[src/rtl/taillight_sequencer.sv]
// Rear-lamp controller: sequential turn sweep, hazard blink, brake and fog per cluster.
// Optional SWEEP_HOLD_EN holds the full sweep pattern for one extra animation tick.
module taillight_sequencer #(
  parameter int LAMPS    = 3,
  parameter int TICK_DIV = 1
) (
  input  logic             clk,
  input  logic             reset,
  input  logic             left,
  input  logic             right,
  input  logic             brake,
  input  logic             hazard,
  input  logic             fog,
  output logic [LAMPS-1:0] l_lamps,
  output logic [LAMPS-1:0] r_lamps,
  output logic             haz_active
);

  localparam int CW = (TICK_DIV > 1) ? $clog2(TICK_DIV) : 1;
  localparam int PW = $clog2(LAMPS + 1);

  typedef enum logic [2:0] {ModeOff, ModeTurn, ModeHaz, ModeBrake, ModeFog} mode_e;

  logic [CW-1:0] cnt;
  logic          tick;
  mode_e         mode_q [2];
  mode_e         mode_d [2];
  logic [PW-1:0] pos_q  [2];
  logic [PW-1:0] pos_d  [2];
  logic          phase_q, phase_d;
  logic          haz_req;
  logic [1:0]    turn_req;
  logic [LAMPS-1:0] lamps [2];
`ifdef SWEEP_HOLD_EN
  logic          hold_q [2];
  logic          hold_d [2];
`endif

  assign tick     = (cnt == CW'(TICK_DIV - 1));
  assign haz_req  = hazard | (left & right);
  assign turn_req = {right, left};

  always_comb begin
    for (int s = 0; s < 2; s++) begin
      if (haz_req)          mode_d[s] = ModeHaz;
      else if (turn_req[s]) mode_d[s] = ModeTurn;
      else if (brake)       mode_d[s] = ModeBrake;
      else if (fog)         mode_d[s] = ModeFog;
      else                  mode_d[s] = ModeOff;

      // Sweep only advances while staying in TURN; entry and exit both restart at 0.
      pos_d[s] = '0;
`ifdef SWEEP_HOLD_EN
      hold_d[s] = 1'b0;
`endif
      if (mode_d[s] == ModeTurn && mode_q[s] == ModeTurn) begin
        pos_d[s] = pos_q[s];
`ifdef SWEEP_HOLD_EN
        hold_d[s] = hold_q[s];
`endif
        if (tick) begin
          if (pos_q[s] == PW'(LAMPS)) begin
`ifdef SWEEP_HOLD_EN
            if (!hold_q[s]) begin
              hold_d[s] = 1'b1;
            end else begin
              pos_d[s]  = '0;
              hold_d[s] = 1'b0;
            end
`else
            pos_d[s] = '0;
`endif
          end else begin
            pos_d[s] = pos_q[s] + PW'(1);
          end
        end
      end
    end

    // Hazard is always entered on both sides together, so one phase bit serves both.
    phase_d = (mode_d[0] == ModeHaz && mode_q[0] == ModeHaz) ? (phase_q ^ tick) : 1'b0;
  end

  always_ff @(posedge clk) begin
    if (reset) begin
      cnt     <= '0;
      phase_q <= 1'b0;
      for (int s = 0; s < 2; s++) begin
        mode_q[s] <= ModeOff;
        pos_q[s]  <= '0;
`ifdef SWEEP_HOLD_EN
        hold_q[s] <= 1'b0;
`endif
      end
    end else begin
      cnt     <= tick ? '0 : cnt + CW'(1);
      phase_q <= phase_d;
      for (int s = 0; s < 2; s++) begin
        mode_q[s] <= mode_d[s];
        pos_q[s]  <= pos_d[s];
`ifdef SWEEP_HOLD_EN
        hold_q[s] <= hold_d[s];
`endif
      end
    end
  end

  always_comb begin
    for (int s = 0; s < 2; s++) begin
      lamps[s] = '0;
      unique case (mode_q[s])
        ModeTurn: begin
          for (int i = 0; i < LAMPS; i++) lamps[s][i] = (PW'(i) < pos_q[s]);
        end
        ModeHaz:   lamps[s] = {LAMPS{phase_q}};
        ModeBrake: lamps[s] = '1;
        ModeFog:   lamps[s][0] = 1'b1;
        default:   lamps[s] = '0;
      endcase
    end
  end

  assign l_lamps    = lamps[0];
  assign r_lamps    = lamps[1];
  assign haz_active = (mode_q[0] == ModeHaz) && (mode_q[1] == ModeHaz);

endmodule

[config.mk]
export PLATFORM = sky130hd
export DESIGN_NAME = taillight_sequencer
export DESIGN_NICKNAME = d
export VERILOG_FILES = /design/src/rtl/taillight_sequencer.sv
export SDC_FILE = /design/constraint.sdc
export NUM_CORES = 1
export LEC_CHECK = 0
export BUFFER_PORTS_ARGS = -buffer_cell sky130_fd_sc_hd__buf_2
export CAP_MARGIN = 10
export CORE_AREA = 2 2 46 48
export DETAILED_ROUTE_END_ITERATION = 7
export DIE_AREA = 0 0 48 50
export GPL_ROUTABILITY_DRIVEN = 0
export HOLD_SLACK_MARGIN = 0.02
export MAX_ROUTING_LAYER = met4
export PLACE_DENSITY_LB_ADDON = 0.08
export SLEW_MARGIN = 10
export SYNTH_ARGS = -nofsm -noshare
export SYNTH_HDL_FRONTEND = slang
export SYNTH_SLANG_ARGS = --single-unit
[constraint.sdc]
create_clock -name clk -period 1.69 [get_ports clk]
set_input_delay 0.4225 -clock clk [delete_from_list [all_inputs] [get_ports clk]]
set_output_delay 0.4225 -clock clk [all_outputs]
set_load 0.01 [all_outputs]
==> impl_metrics.yaml, run 1 <==
worst_setup_path:
  arrival_ps: 1420
  reg2reg_depth: 4
  slowest_stage: "or3b_4"
  crit_chain: "or3b_4, nor4b_4, buf_2"
  end_kind: "output pin"
  startpoint_type: "flip-flop"
  max_stage_delay_ps: 420
  cp.required_ps: 1270
  worst-setup-path-type: "flip-flop to output pin"
  cp_max_fo: 5
synth:
  yosys-top-cells-count: "12 x dfxtp_1, 6 x nand2_1, 5 x a21oi_1, 5 x inv_1"
  synthXorXnorAreaFrac_pct: 1.38
  ys_seq_elements: 12
  ys_seq_area_share_pct: 37.9
  synth-compound-area-share_pct: 16.2
  yosys.area.top_type: "dfxtp_1"
  syn_nets: 77
  synth_cells: 66
  yosys-top-cells-area: "dfxtp_1 38%, ha_1 7.9%, nor4b_2 7.1%, a21oi_1 3.9%, nand2_1 3.6%"
  synth_area_um2: 634
  synth_edf_count: 0
  synth_top_family_by_area: "simple AND/OR/NAND/NOR gates"
  synthArstFlopShare_pct: 0
  synth-main-ff-cell: "dfxtp_1"
  synth-simple-area-share_pct: 28.2
  yosys.cell_count.top_type: "dfxtp_1"
  post_synth.cell_area_avg_um2: 9.61
  synthMuxAreaShare_pct: 3.16
  ys_types: 25
  ys_warn_count: 0
  synth_top_area_share_pct: 37.9
  synth_fa_ha_area_share_pct: 7.89
final_layout:
  drive_gt1_share_pct: 50.0
  seq_area_um2: 263
  syn2layout_area_growth_pct: 37.5
  finish.utilization_pct: 45.9
  insertedDiodeCount: 0
  fillCellCount: 193
  nets: 102
  multi_input_area_um2: 395
route:
  vias: 542
  routed_wl_um: 1290
  vias_per_cell: 4.63
  drc: 0
  routedWlPerCell_um: 11.0
  ant_nets: 0
  drtIter0Drc: 4
  firstDrtPassIters: 2
sta:
  finalHoldViolations: 0
  fin_skew_ps: 3.71
  rsz0062_at_grt: "true"
  setup_violations: 1
  period_minus_slack_ps: 1850
  max_freq_ghz: 0.541
  period_share_pct: 109
  slew_viol_final: 0
  fin_ws_ps: -157
worst_hold_path:
  hold_path_class: "input port to flip-flop"
  hold_depth: 2
clocking:
  clk_transition_reported_paths_ps: 80
  cts.path.max_buffers: 2
  h-tree-depth: 1
  cts.sinks: 12
  tritoncts: "built"
  worstSkewPairLatency_ps: 270
  cts_made_buffers: 3
  root_buffer: "clkbuf_4"
global_routing:
  grt_max_degree: 9
  grt_pass1_wl_um: 2210
  antenna_found_initial: 0
  grt_usage_pct: 13.2
  grt_pass1_vias: 500
  grt-ovfl-total: 0
power_and_ir_drop:
  p_leak_nw: 0.352
  power_density_nw_per_um2: 699
  p_total_mw: 0.610
  ir_drop_v: 0.000364
floorplanning:
  rows: 16
  start_util_pct: 33.4
  core_um2: 1900
  die_area_um2: 2400
  fp.dieH_um: 50
  die_x_um: 48
  pin_count: 14
placed_design:
  place_ws_ps: 127
  io_buffers: 13
  place_hpwl_um: 910
flow_run:
  drv_cap: 0
outcome:
  violations: "negative setup slack"
  status: "finished with violations"
-- cell families after synthesis --
kind of cell / Yosys count
AOI/OAI and AO/OA: 15
xor gates and xnor gates: 1
adders and majority gates: 4
buffers and inverters: 6
DFF: 12
muxes: 2
other: 1
and+or+nand+nor: 25
-- per-layer routing --
metal  up-vias  part of all wire, %  routed length (um)  GRT usage [%]
li1        285                    -                   -              -
met1       246                   47                 604           18.0
met2         9                   48                 621           17.6
met3         2                  3.9                  50           4.40
met4         0                 0.85                  11           5.41
met5         -                    0                   0              -
-- layout make-up --
class                      count  share of cell area [%]
timing repair buffer          21                    14.3
multi-input combinational     48                    45.3
tap                           27                    3.87
sequential                    12                    30.1
inverter                       5                    2.15
clock buffer                   4                    4.16
-- power by group --
part	switching, mW	internal (mW)	leakage [nW]
Sequential	0.0104	0.289	0.103
Clock	0.0954	0.131	0.0210
Combinational	0.0402	0.0441	0.228
Total	0.146	0.464	0.352
-- per-stage QoR --
step           std cells  area (um^2)  TNS, ps  hold WS [ps]
4_1_cts              115          821     -154           372
3_3_place_gp         105          722        0           500
6_report             117          872     -157           382
5_1_grt              117          872     -272           380
2_1_floorplan         66          634        0           474
3_5_place_dp         105          722        0           501
-- cells in the final DEF, fill, tap and decap left out, types with 2 or more instances in the layout --
| master | n |
|---|---|
| buf_2 | 13 |
| buf_4 | 8 |
| nand2_1 | 6 |
| dfxtp_2 | 6 |
| inv_1 | 5 |
| a21oi_1 | 4 |
| nor2_1 | 4 |
| dfxtp_4 | 4 |
| nand2b_1 | 3 |
| ha_1 | 3 |
| clkbuf_4 | 3 |
| or3b_4 | 2 |
| nor4b_2 | 2 |
| o22ai_1 | 2 |
| or3_1 | 2 |
| nand4bb_1 | 2 |
| a211oi_1 | 2 |
| mux2i_1 | 2 |
| nor3_1 | 2 |
| dfxtp_1 | 2 |
-- worst paths after layout --
path	startpoint	end	slack, ps
worst min-delay path	reset	phase_q	380
worst max-delay path	mode_q[0][0]	haz_active	-160
worst min register to register	pos_q[0][2]	pos_q[0][2]	500
worst max register to register	pos_q[0][1]	pos_q[0][0]	500
-- what timing repair did --
action | in CTS | in global routing
hold buffers | 0 | 0
endpoints found under the hold margin | 0 | 0
setup endpoints to repair | 3 | 7
gates resized for setup | 11 | 11
pin swaps | 1 | 2
setup buffers | 6 | 2
-- critical path, delay by kind of cell, from the launching register on --
kind	cells	cell delay [ps]
buffers and inverters	1	160
AND/OR/NAND/NOR	2	630
flip-flops	1	360
-- state kept, by name, indices dropped and copies added (netlist names) --
register,flops
phase_q,1
cnt,1
pos_q,4
mode_q,6
Note: power is estimated with default switching activity, not from simulation.
==> run 2: changes to the inputs <==
--- a/config.mk
+++ b/config.mk
@@ -7,9 +7,9 @@
 export LEC_CHECK = 0
 export BUFFER_PORTS_ARGS = -buffer_cell sky130_fd_sc_hd__buf_2
 export CAP_MARGIN = 10
-export CORE_AREA = 2 2 46 48
+export CORE_AREA = 2 2 39 41
 export DETAILED_ROUTE_END_ITERATION = 7
-export DIE_AREA = 0 0 48 50
+export DIE_AREA = 0 0 41 43
 export GPL_ROUTABILITY_DRIVEN = 0
 export HOLD_SLACK_MARGIN = 0.02
 export MAX_ROUTING_LAYER = met4
==> run 2 against run 1 <==
Compared with the run above: the flow still finishes with violations (negative setup slack); final cell count down 12%; fmax up 3.1%; clock power is 27% lower; sequential power about the same; largest cell class unchanged; largest power group unchanged.
==> impl_metrics.yaml, run 2 (synthesis results as in run 1) <==
outcome:
  status: "finished with violations"
  violations: "negative setup slack"
sta:
  setup_tns_ps: -102
  rsz0062_at_grt: "true"
  period_share_pct: 106
  setup_violations: 1
  fin_skew_ps: 1.70
  fin_hold_ws_ps: 386
  slew_viol_final: 0
  fin_ws_ps: -102
  finalHoldViolations: 0
  period_minus_slack_ps: 1790
  max_freq_ghz: 0.558
floorplanning:
  die_area_um2: 1760
  pin_count: 14
  core_um2: 1380
  rows: 14
  start_util_pct: 45.8
  die_x_um: 41
  fp.dieH_um: 43
final_layout:
  final_common_cell: "buf_2"
  insertedDiodeCount: 0
  syn2layout_area_growth_pct: 30.6
  drive_gt1_share_pct: 48.3
  layout_common_cells: "13 x buf_2, 6 x nand2_1, 6 x buf_4"
  top_register: "mode_q"
  nets: 100
  largest_register_ffs: 6
  reg_top3: "mode_q x6, pos_q x4"
worst_hold_path:
  hold_path_class: "input port to flip-flop"
  hold_depth: 2
global_routing:
  grt_usage_pct: 16.8
  grt-ovfl-total: 0
  grt_pass1_vias: 505
  antenna_found_initial: 0
  grt_max_degree: 9
  grt_pass1_wl_um: 1940
route:
  drtIter0Drc: 4
  routed_wl_um: 1180
  drc: 0
  vias_per_cell: 5.23
  ant_nets: 0
  routedWlPerCell_um: 11.5
  firstDrtPassIters: 3
  vias: 539
clocking:
  cts.sinks: 12
  cts.path.max_buffers: 2
  tritoncts: "built"
  h-tree-depth: 1
  clk_transition_reported_paths_ps: 70
  worstSkewPairLatency_ps: 260
  cts_made_buffers: 3
  hold_buffers: 0
  root_buffer: "clkbuf_4"
placed_design:
  place_ws_ps: 146
  place_hpwl_um: 857
  io_buffers: 13
power_and_ir_drop:
  ir_drop_v: 0.000603
  power_density_nw_per_um2: 658
  p_leak_nw: 0.343
  p_total_mw: 0.545
worst_setup_path:
  max_stage_delay_ps: 410
  slowest_stage: "or3b_4"
  reg2reg_depth: 4
  crit_chain: "or3b_4, nor4b_4, buf_2"
  cp.required_ps: 1270
  arrival_ps: 1370
  end_kind: "output pin"
  worst-setup-path-type: "flip-flop to output pin"
  cp_max_fo: 2
  startpoint_type: "flip-flop"
flow_run:
  drv_cap: 0
## run 2: cell count changes in the layout (fill, tap and decap cells not counted), moves of 2 or more
cell     change
dfxtp_1      +3
dfxtp_2      -3
buf_4        -2
ha_2         +2
## run 2: routing by layer
layer / share of wire [%] / vias to the layer above / track usage (%)
li1: - / 281 / -
met1: 45 / 249 / 20.0
met2: 51 / 7 / 25.0
met3: 2.5 / 2 / 3.14
met4: 1.4 / 0 / 10.0
met5: 0 / - / -
## run 2: final timing paths
path,start,end,slack [ps]
max reg2reg,pos_q[0][0],pos_q[0][0],480
min reg2reg,pos_q[0][2],pos_q[0][2],520
min,reset,phase_q,390
max,mode_q[0][2],haz_active,-100
## run 2: critical path: cells and delay by family (launching register included)
kind	cells	cell delay, ps
AND/OR/NAND/NOR	2	610
buffers and inverters	1	160
flip-flops	1	340
## run 2: metrics by stage
step | utilization, % | std cells | cell area, um^2
6_report | 59.9 | 103 | 828
5_1_grt | 59.9 | 103 | 828
3_5_place_dp | 51.2 | 94 | 708
3_3_place_gp | 51.2 | 94 | 708
2_1_floorplan | - | 66 | 634
4_1_cts | 57.5 | 102 | 796
## run 2: final cells by class
type | instances | area (um^2)
tap | 16 | 20.0
clock buffer | 3 | 22.5
fill | 126 | 556
sequential | 12 | 259
timing repair buffer | 19 | 110
inverter | 5 | 18.8
multi-input combinational | 48 | 398
## run 2: timing repair
| action | in CTS | in global routing |
|---|---|---|
| pin swaps | 2 | 3 |
| setup endpoints to repair | 3 | 6 |
| setup buffers | 5 | 1 |
| gates resized for setup | 14 | 7 |
## run 2: where the power goes
group	total, mW	internal, mW	switching [mW]
Sequential	0.299	0.288	0.0106
Combinational	0.0794	0.0408	0.0387
Clock	0.166	0.0822	0.0840
==> run 3: changes to the inputs <==
--- a/config.mk
+++ b/config.mk
@@ -14,6 +14,7 @@
 export HOLD_SLACK_MARGIN = 0.02
 export MAX_ROUTING_LAYER = met4
 export PLACE_DENSITY_LB_ADDON = 0.08
+export REMOVE_ABC_BUFFERS = 1
 export SLEW_MARGIN = 10
 export SYNTH_ARGS = -nofsm -noshare
 export SYNTH_HDL_FRONTEND = slang
==> constraint.sdc (replaced) <==
create_clock -name clk -period 2.2 [get_ports clk]
set_input_delay 0.55 -clock clk [delete_from_list [all_inputs] [get_ports clk]]
set_output_delay 0.55 -clock clk [all_outputs]
set_load 0.01 [all_outputs]
==> run 3 against run 2 <==
Compared with the run above: the flow now finishes without violations; critical path depth unchanged; routed wire length decreased by 5.4%; non-clock buffer count decreased by 6; sequential cell count unchanged; critical path type unchanged.
==> impl_metrics.yaml, run 3 (synthesis results as in run 1) <==
outcome:
  status: "complete, no violations"
floorplanning:
  rows: 14
  start_util_pct: 45.8
  core_um2: 1380
  die_x_um: 41
  pin_count: 14
  fp.dieH_um: 43
  die_area_um2: 1760
final_layout:
  stdcell_count: 98
  nets: 94
  insertedDiodeCount: 0
  largest_register_ffs: 6
  layout_common_cells: "13 x buf_2, 12 x dfxtp_1, 6 x nand2_1"
  top_register: "mode_q"
  drive_gt1_share_pct: 29.3
  final_common_cell: "buf_2"
  syn2layout_area_growth_pct: 17.4
  reg_top3: "mode_q x6, pos_q x4"
worst_setup_path:
  crit_family: "simple AND/OR/NAND/NOR gates"
  crit_chain: "or3b_4, nor4b_2, buf_2"
  max_stage_delay_ps: 420
  slowest_stage: "or3b_4"
  critPathBufInv: 1
  cp.required_ps: 1650
  worst-setup-path-type: "flip-flop to output pin"
  cp_max_fo: 6
  arrival_ps: 1420
  startpoint_type: "flip-flop"
  end_kind: "output pin"
route:
  firstDrtPassIters: 2
  ant_nets: 0
  vias: 506
  drc: 0
  drtIter0Drc: 6
  routed_wl_um: 1120
  routedWlPerCell_um: 11.4
  vias_per_cell: 5.16
clocking:
  cts_resized: 0
  cts.sinks: 12
  post_cts_buffers: 0
  root_buffer: "clkbuf_4"
  hold_buffers: 0
  clk_transition_reported_paths_ps: 80
  tritoncts: "built"
  cts.path.max_buffers: 2
  worstSkewPairLatency_ps: 270
  h-tree-depth: 1
  cts_made_buffers: 3
power_and_ir_drop:
  power_frac_comb_pct: 11.0
  power_density_nw_per_um2: 620
  p_leak_nw: 0.302
  p_sw_share_pct: 24.1
  p_total_mw: 0.462
  ir_drop_v: 0.000393
  seqPwrFrac_pct: 50.5
  internal_power_mw: 0.350
  p_sw_mw: 0.111
  clkPwrFrac_pct: 38.5
sta:
  setup_violations: 0
  slew_viol_final: 0
  setup_tns_ps: 0
  period_share_pct: 89.8
  finalHoldViolations: 0
  rsz0062_at_grt: "false"
  fin_skew_ps: 7.33
  max_freq_ghz: 0.506
  period_minus_slack_ps: 1970
placed_design:
  dp_cells: 94
  io_buffers: 13
  place_hpwl_um: 863
global_routing:
  grt_pass1_vias: 411
  antenna_found_initial: 0
  grt_max_degree: 9
  grt_usage_pct: 15.8
  grt-ovfl-total: 0
  grt_pass1_wl_um: 1800
worst_hold_path:
  hold_path_class: "input port to flip-flop"
flow_run:
  drv_cap: 0
run 3: cell types whose count changed in the layout (fill, tap and decap cells not counted), sizes merged:
cell    change
buf         -6
clkbuf      +1
run 3: worst register-to-register path, delay by kind of cell (launching register included):
kind	cells	cell delay, ps
AOI/OAI and AO/OA	1	190
adders and majority gates	1	220
DFF	1	340
and+or+nand+nor	1	300
run 3: cell type report:
type,instances,area (um^2)
clock buffers,4,36.3
fillers,136,639
inverters,5,18.8
multi-input cells,48,364
flip-flops and latches,12,240
well taps,16,20.0
repair buffers,13,65.1
run 3: worst paths after layout:
| check | start | end | slack [ps] | cells after the start |
|---|---|---|---|---|
| setup / recovery | mode_q[0][2] | haz_active | 230 | 3 |
| hold / removal | reset | phase_q | 510 | 2 |
| setup reg to reg | pos_q[0][0] | pos_q[0][0] | 1060 | 3 |
| hold reg to reg | pos_q[0][2] | pos_q[0][2] | 520 | 2 |
run 3: metal layers:
| layer | GRT usage (%) | up-vias | wire (um) |
|---|---|---|---|
| met5 | - | - | 0 |
| met4 | 10.0 | 0 | 19 |
| met3 | 4.71 | 4 | 36 |
| met2 | 20.9 | 9 | 516 |
| met1 | 20.3 | 223 | 546 |
| li1 | - | 270 | - |
run 3: metrics by stage:
step	util, %	hold slack (ps)	setup WS [ps]	instance area (um^2)
after floorplan	-	476	607	623
after global placement	51.2	498	544	708
after detailed placement	51.2	514	516	708
after CTS	53.8	502	212	744
after global routing	53.8	502	145	744
final	53.8	509	225	744
run 3: power by group through the flow:
stage          clock network, mW  logic (mW)  registers [mW]
4_1_cts                    0.180      0.0515           0.233
3_3_place_gp                   0      0.0509           0.238
5_1_grt                    0.196      0.0560           0.235
3_5_place_dp                   0      0.0514           0.238
2_1_floorplan                  0      0.0308           0.236
6_report                   0.178      0.0508           0.233
